<file path="config.mk">
export PLATFORM = sky130hd
export DESIGN_NAME = mem_port_arbiter
export DESIGN_NICKNAME = d
export VERILOG_FILES = /design/src/rtl/mem_arb_pkg.sv /design/src/rtl/mem_port_arbiter.sv
export SDC_FILE = /design/constraint.sdc
export NUM_CORES = 1
export LEC_CHECK = 0
export ABC_AREA = 0
export CAP_MARGIN = 25
export CELL_PAD_IN_SITES_DETAIL_PLACEMENT = 1
export CELL_PAD_IN_SITES_GLOBAL_PLACEMENT = 1
export CORE_MARGIN = 5
export CORE_UTILIZATION = 28
export DETAILED_ROUTE_END_ITERATION = 8
export PLACE_DENSITY_LB_ADDON = 0.3
export SYNTH_ARGS = -nofsm -noshare
export SYNTH_HDL_FRONTEND = slang
export SYNTH_SLANG_ARGS = --single-unit
export TNS_END_PERCENT = 100
</file>
<file path="constraint.sdc">
create_clock -name clk -period 1.8 [get_ports clk]
set_input_delay 0.36 -clock clk [delete_from_list [all_inputs] [get_ports clk]]
set_output_delay 0.36 -clock clk [all_outputs]
set_load 0.1 [all_outputs]
</file>
<file path="src/rtl/mem_arb_pkg.sv">
// Shared state encoding and default widths for the unified memory-port arbiter.
package mem_arb_pkg;

    localparam int DEF_AW = 32;
    localparam int DEF_DW = 32;

    typedef enum logic [1:0] {
        ST_IDLE   = 2'd0,
        ST_BUSY_D = 2'd1,
        ST_BUSY_I = 2'd2
    } arb_state_e;

endpackage

</file>
<file path="src/rtl/mem_port_arbiter.sv">
// Shares one variable-latency memory port between F-stage fetch and M-stage data access,
// one outstanding transaction at a time, holding returned data until the stage advances.
module mem_port_arbiter
    import mem_arb_pkg::*;
#(
    parameter int AW = DEF_AW,
    parameter int DW = DEF_DW
) (
    input  logic          clk,
    input  logic          reset,
    input  logic          InstReqF,
    input  logic [AW-1:0] PCF,
    input  logic          HazStallF,
    output logic [DW-1:0] InstrF,
    output logic          StallFetch,
    input  logic          MemReadM,
    input  logic          MemWriteM,
    input  logic [AW-1:0] ALUOutM,
    input  logic [DW-1:0] WriteDataM,
    output logic [DW-1:0] ReadDataM,
    output logic          StallPipe,
    output logic          mem_req,
    output logic          mem_we,
    output logic [AW-1:0] mem_addr,
    output logic [DW-1:0] mem_wdata,
    input  logic [DW-1:0] mem_rdata,
    input  logic          mem_ready
);

    arb_state_e    state_q, state_d;
    logic          mem_req_q, mem_req_d;
    logic          mem_we_q, mem_we_d;
    logic [AW-1:0] mem_addr_q, mem_addr_d;
    logic [DW-1:0] mem_wdata_q, mem_wdata_d;
    logic [DW-1:0] instr_q, instr_d;
    logic [DW-1:0] read_data_q, read_data_d;
    logic          i_done_q, i_done_d;
    logic          d_done_q, d_done_d;
    logic          d_pend_s;
    logic          i_pend_s;

    // Outstanding work per stage; the stalls are held low while reset is asserted
    always_comb begin
        d_pend_s = (MemReadM | MemWriteM) & ~d_done_q;
        i_pend_s = InstReqF & ~i_done_q;
        if (reset) begin
            StallPipe  = 1'b0;
            StallFetch = 1'b0;
        end else begin
            StallPipe  = d_pend_s;
            StallFetch = i_pend_s;
        end
    end

    // Next-state and next-output computation for the transaction sequencer
    always_comb begin
        state_d     = state_q;
        mem_req_d   = mem_req_q;
        mem_we_d    = mem_we_q;
        mem_addr_d  = mem_addr_q;
        mem_wdata_d = mem_wdata_q;
        instr_d     = instr_q;
        read_data_d = read_data_q;

        // A done flag lives for exactly the cycle in which its stage consumes the result
        if (d_done_q) begin
            d_done_d = 1'b0;
        end else begin
            d_done_d = d_done_q;
        end
        if (i_done_q & ~HazStallF & ~d_pend_s) begin
            i_done_d = 1'b0;
        end else begin
            i_done_d = i_done_q;
        end

        case (state_q)
            ST_IDLE: begin
                // Data wins over fetch: the M-stage instruction is older
                if (d_pend_s) begin
                    state_d     = ST_BUSY_D;
                    mem_req_d   = 1'b1;
                    mem_we_d    = MemWriteM;
                    mem_addr_d  = ALUOutM;
                    mem_wdata_d = WriteDataM;
                end else if (i_pend_s) begin
                    state_d    = ST_BUSY_I;
                    mem_req_d  = 1'b1;
                    mem_we_d   = 1'b0;
                    mem_addr_d = PCF;
                end else begin
                    state_d = ST_IDLE;
                end
            end
            ST_BUSY_D: begin
                if (mem_ready) begin
                    if (!mem_we_q) begin
                        read_data_d = mem_rdata;
                    end else begin
                        read_data_d = read_data_q;
                    end
                    d_done_d  = 1'b1;
                    mem_req_d = 1'b0;
                    state_d   = ST_IDLE;
                end else begin
                    state_d = ST_BUSY_D;
                end
            end
            ST_BUSY_I: begin
                if (mem_ready) begin
                    instr_d   = mem_rdata;
                    i_done_d  = 1'b1;
                    mem_req_d = 1'b0;
                    state_d   = ST_IDLE;
                end else begin
                    state_d = ST_BUSY_I;
                end
            end
            default: begin
                state_d   = ST_IDLE;
                mem_req_d = 1'b0;
            end
        endcase
    end

    // State and output registers with synchronous reset
    always_ff @(posedge clk) begin
        if (reset) begin
            state_q     <= ST_IDLE;
            mem_req_q   <= 1'b0;
            mem_we_q    <= 1'b0;
            mem_addr_q  <= '0;
            mem_wdata_q <= '0;
            instr_q     <= '0;
            read_data_q <= '0;
            i_done_q    <= 1'b0;
            d_done_q    <= 1'b0;
        end else begin
            state_q     <= state_d;
            mem_req_q   <= mem_req_d;
            mem_we_q    <= mem_we_d;
            mem_addr_q  <= mem_addr_d;
            mem_wdata_q <= mem_wdata_d;
            instr_q     <= instr_d;
            read_data_q <= read_data_d;
            i_done_q    <= i_done_d;
            d_done_q    <= d_done_d;
        end
    end

    assign mem_req   = mem_req_q;
    assign mem_we    = mem_we_q;
    assign mem_addr  = mem_addr_q;
    assign mem_wdata = mem_wdata_q;
    assign InstrF    = instr_q;
    assign ReadDataM = read_data_q;

endmodule
</file>
==> results.yml <==
outcome:
  outcome: "finished, final reports clean"
grt:
  grt_pass1_vias: 5953
  grt_pass1_wl_um: 33670
  antenna_found_initial: 0
  grt.total_usage: 0.1966
  gr-total-overflow: 0
  grt_max_degree: 92
timing:
  period_needed_ns: 1.678
  max_clock_freq_mhz: 596.1
  worstMarginPinSlew_ns: 0.4170
  final-setup-viol-count: 0
  relSlewSlack: 0.7220
  slew_violations: 0
  clock_skew_ns: 0.008723
  layout_worst_path_cycle_share: 0.9319
  rsz0062_at_grt: "no"
  hold_viol_final: 0
cts:
  clk_latency_ns: 0.41
  numCtsBuffers: 17
  holdBufCountCts: 0
  cts.clk_slew.worst_paths_ns: 0.06
  cts-root-buf: "clkbuf_16"
  cts_tree: "built"
  cts.sinks: 134
  post_cts_buffers: 0
  h-tree-depth: 4
  clock_path_buffers: 2
power_and_ir_drop:
  power.density_nw_per_um2: 1092
  leakage_nw: 3.928
  total_power_mw: 11.09
  ir_worst_vdd_mv: 0.6935
min_path:
  worstHoldEndpoint: "mem_we"
  min_from: "MemWriteM"
  hp-class: "input port to flip-flop"
  hold_path_depth: 3
worst_setup_path:
  crit_start: "i_done_q"
  critPathMaxFanout: 4
  rr_endpoint: "mem_addr[13]"
  cp.required_ns: 1.44
  r2r-start: "state_q[0]"
  end_kind: "output port"
  crit_path_frequent_cell: "nor2b_4"
  rr_worst_depth: 6
  cp-start-kind: "flip-flop"
  path_cells: "nor2b_4 > buf_6 > nor2b_4 > buf_12"
  crit_arrival_ns: 1.32
  crit_buf_inv: 2
  critical_path.slowest_cell: "dfxtp_1"
  cp_top_family: "flip-flops"
  cpPeakStageDelay_ns: 0.33
  crit_type: "flip-flop to output port"
  timing.reg2reg.setup_slack_ns: 0.17
place:
  portBuffers: 266
  place_area_um2: 9442
  hpwl_um: 15850
  place.gp.congestion: 0.7749
finish:
  layout-drive-gt1-share: 0.2291
  antenna_cells: 0
  register_area_um2: 2683
  design_area_um2: 10150
  multi_input_area_um2: 2116
  area_growth_pct: 95.75
  fillCellCount: 1924
  layout.nets: 999
floorplan:
  die_y_um: 146.1
  core_um2: 18090
  die_w_um: 146.1
  io_pins: 267
  fp-row-count: 49
  die-area_um2: 21350
  initial_core_util: 0.2868
yosys:
  mappedNetlistArea_um2: 5187
  ys_types: 30
  ys_ff_latch: 134
  syn_inst: 609
  syn_nets: 748
  seq_area_frac_synth: 0.5171
  syn_avg_cell_area_um2: 8.518
  ys_warn_count: 0
detailed_routing:
  ant_nets: 0
  drtIter0Drc: 241
  via_per_inst: 4.970
  route.detailed.wl_per_inst_um: 19.44
  routed_wl_um: 21430
  dr.pass1.iters: 4
  dr_total_vias: 5477
  drc: 0
run:
  cap_viol_max_count: 0
-- power breakdown --
part	switching (mW)	internal [mW]
sequential	0.242	3.19
combinational	2.24	1.36
clock	1.34	2.72
-- what timing repair did --
item	CTS	global route
setup endpoints to repair	1	1
gates resized for setup	5	3
hold endpoints to repair	0	0
-- cell type report --
| class | count | share of cell area |
|---|---|---|
| flip-flops and latches | 134 | 0.2642 |
| well taps | 229 | 0.02822 |
| repair buffers | 287 | 0.4182 |
| inverters | 36 | 0.01331 |
| clock buffers | 21 | 0.04633 |
| clock inverters | 11 | 0.02144 |
| multi-input cells | 384 | 0.2084 |
-- sequential cells by signal (all words and copies together) (netlist names) --
| name | flops |
|---|---|
| InstrF | 32 |
| ReadDataM | 32 |
| d_done_q | 1 |
| i_done_q | 1 |
| mem_addr | 32 |
| mem_req | 1 |
| mem_wdata | 32 |
| mem_we | 1 |
| state_q | 2 |
-- worst max-delay path by stage --
stage             endpoint  slack, ns  depth (start not counted)
3_3_place_gp    StallFetch      -0.11                          5
3_5_place_dp    StallFetch      -0.12                          5
4_1_cts          StallPipe       0.02                          5
6_report        StallFetch       0.12                          4
2_1_floorplan   StallFetch      -0.15                          3
5_1_grt        mem_addr[8]       0.05                          6
-- metal layers --
layer / global-route usage / vias up / part of all wire
met5: 0 / - / 0
met1: 0.2193 / 2647 / 0.39
met3: 0.06817 / 35 / 0.068
li1: - / 2606 / -
met2: 0.3452 / 189 / 0.51
met4: 0.07573 / 0 / 0.029
-- logic make-up after synthesis --
group,after synthesis,share of synthesized area
AO/OA/AOI/OAI,202,0.2451
adder cells (fa/ha/maj),4,0.009648
flip-flops,134,0.5171
AND/OR/NAND/NOR,178,0.1466
buffers and inverters,91,0.08153
-- placed cells by master (no fill, tap or decap), drive strengths merged, types with 3 or more instances in the layout --
cell type and n:
a21oi 98, a31oi 32, buf 154, bufinv 6, clkbuf 21, clkdlybuf4s50 130
dfxtp 134, ha 4, inv 38, nand2 131, nand3 32, nand3b 3
o21ai 34, o221a 32
-- synthesized netlist by cell type --
master / number / area [um^2]
a211oi_1: 2 / 15.01
o21ba_2: 1 / 10.01
nand3b_1: 2 / 15.01
and2b_4: 1 / 10.01
buf_6: 7 / 78.83
nor2_1: 2 / 7.510
o221a_2: 6 / 67.56
o221a_1: 26 / 292.8
ha_1: 4 / 50.05
nand2b_1: 2 / 12.51
nand3_1: 32 / 160.2
o21ai_1: 10 / 50.05
nand3b_4: 1 / 20.02
and3b_1: 1 / 8.760
o21ai_0: 24 / 120.1
nand2_1: 131 / 491.7
nor2b_1: 2 / 12.51
clkbuf_1: 31 / 116.4
dfxtp_1: 134 / 2683
or2_1: 1 / 6.260
a22oi_1: 1 / 7.510
inv_1: 36 / 135.1
o2bb2ai_1: 1 / 8.760
buf_2: 14 / 70.07
a31oi_1: 32 / 200.2
buf_4: 3 / 22.52
o21a_2: 1 / 8.760
and2_1: 1 / 6.260
nor3_1: 2 / 10.01
a21oi_1: 98 / 490.5
-- worst reg2reg max path, delay by kind of cell (launching register included) --
| family | cells | cell delay (ns) |
|---|---|---|
| adder cells (fa/ha/maj) | 1 | 0.29 |
| flip-flops | 1 | 0.36 |
| AND/OR/NAND/NOR | 1 | 0.22 |
| buffers and inverters | 2 | 0.26 |
| AO/OA/AOI/OAI | 2 | 0.45 |
-- stage by stage --
step / hold WS [ns] / util / std cells / TNS [ns] / setup WS, ns
floorplan: 0.4545 / - / 609 / -0.2940 / -0.1492
global placement: 0.4760 / 0.5220 / 1070 / -0.4720 / -0.1084
detailed placement: 0.4836 / 0.5220 / 1070 / -1.564 / -0.1192
CTS: 0.3201 / 0.5609 / 1102 / 0 / 0.01522
global route: 0.3421 / 0.5615 / 1102 / 0 / 0.05299
finish: 0.3066 / 0.5615 / 1102 / 0 / 0.1225
(Power assumes the default switching activity.)
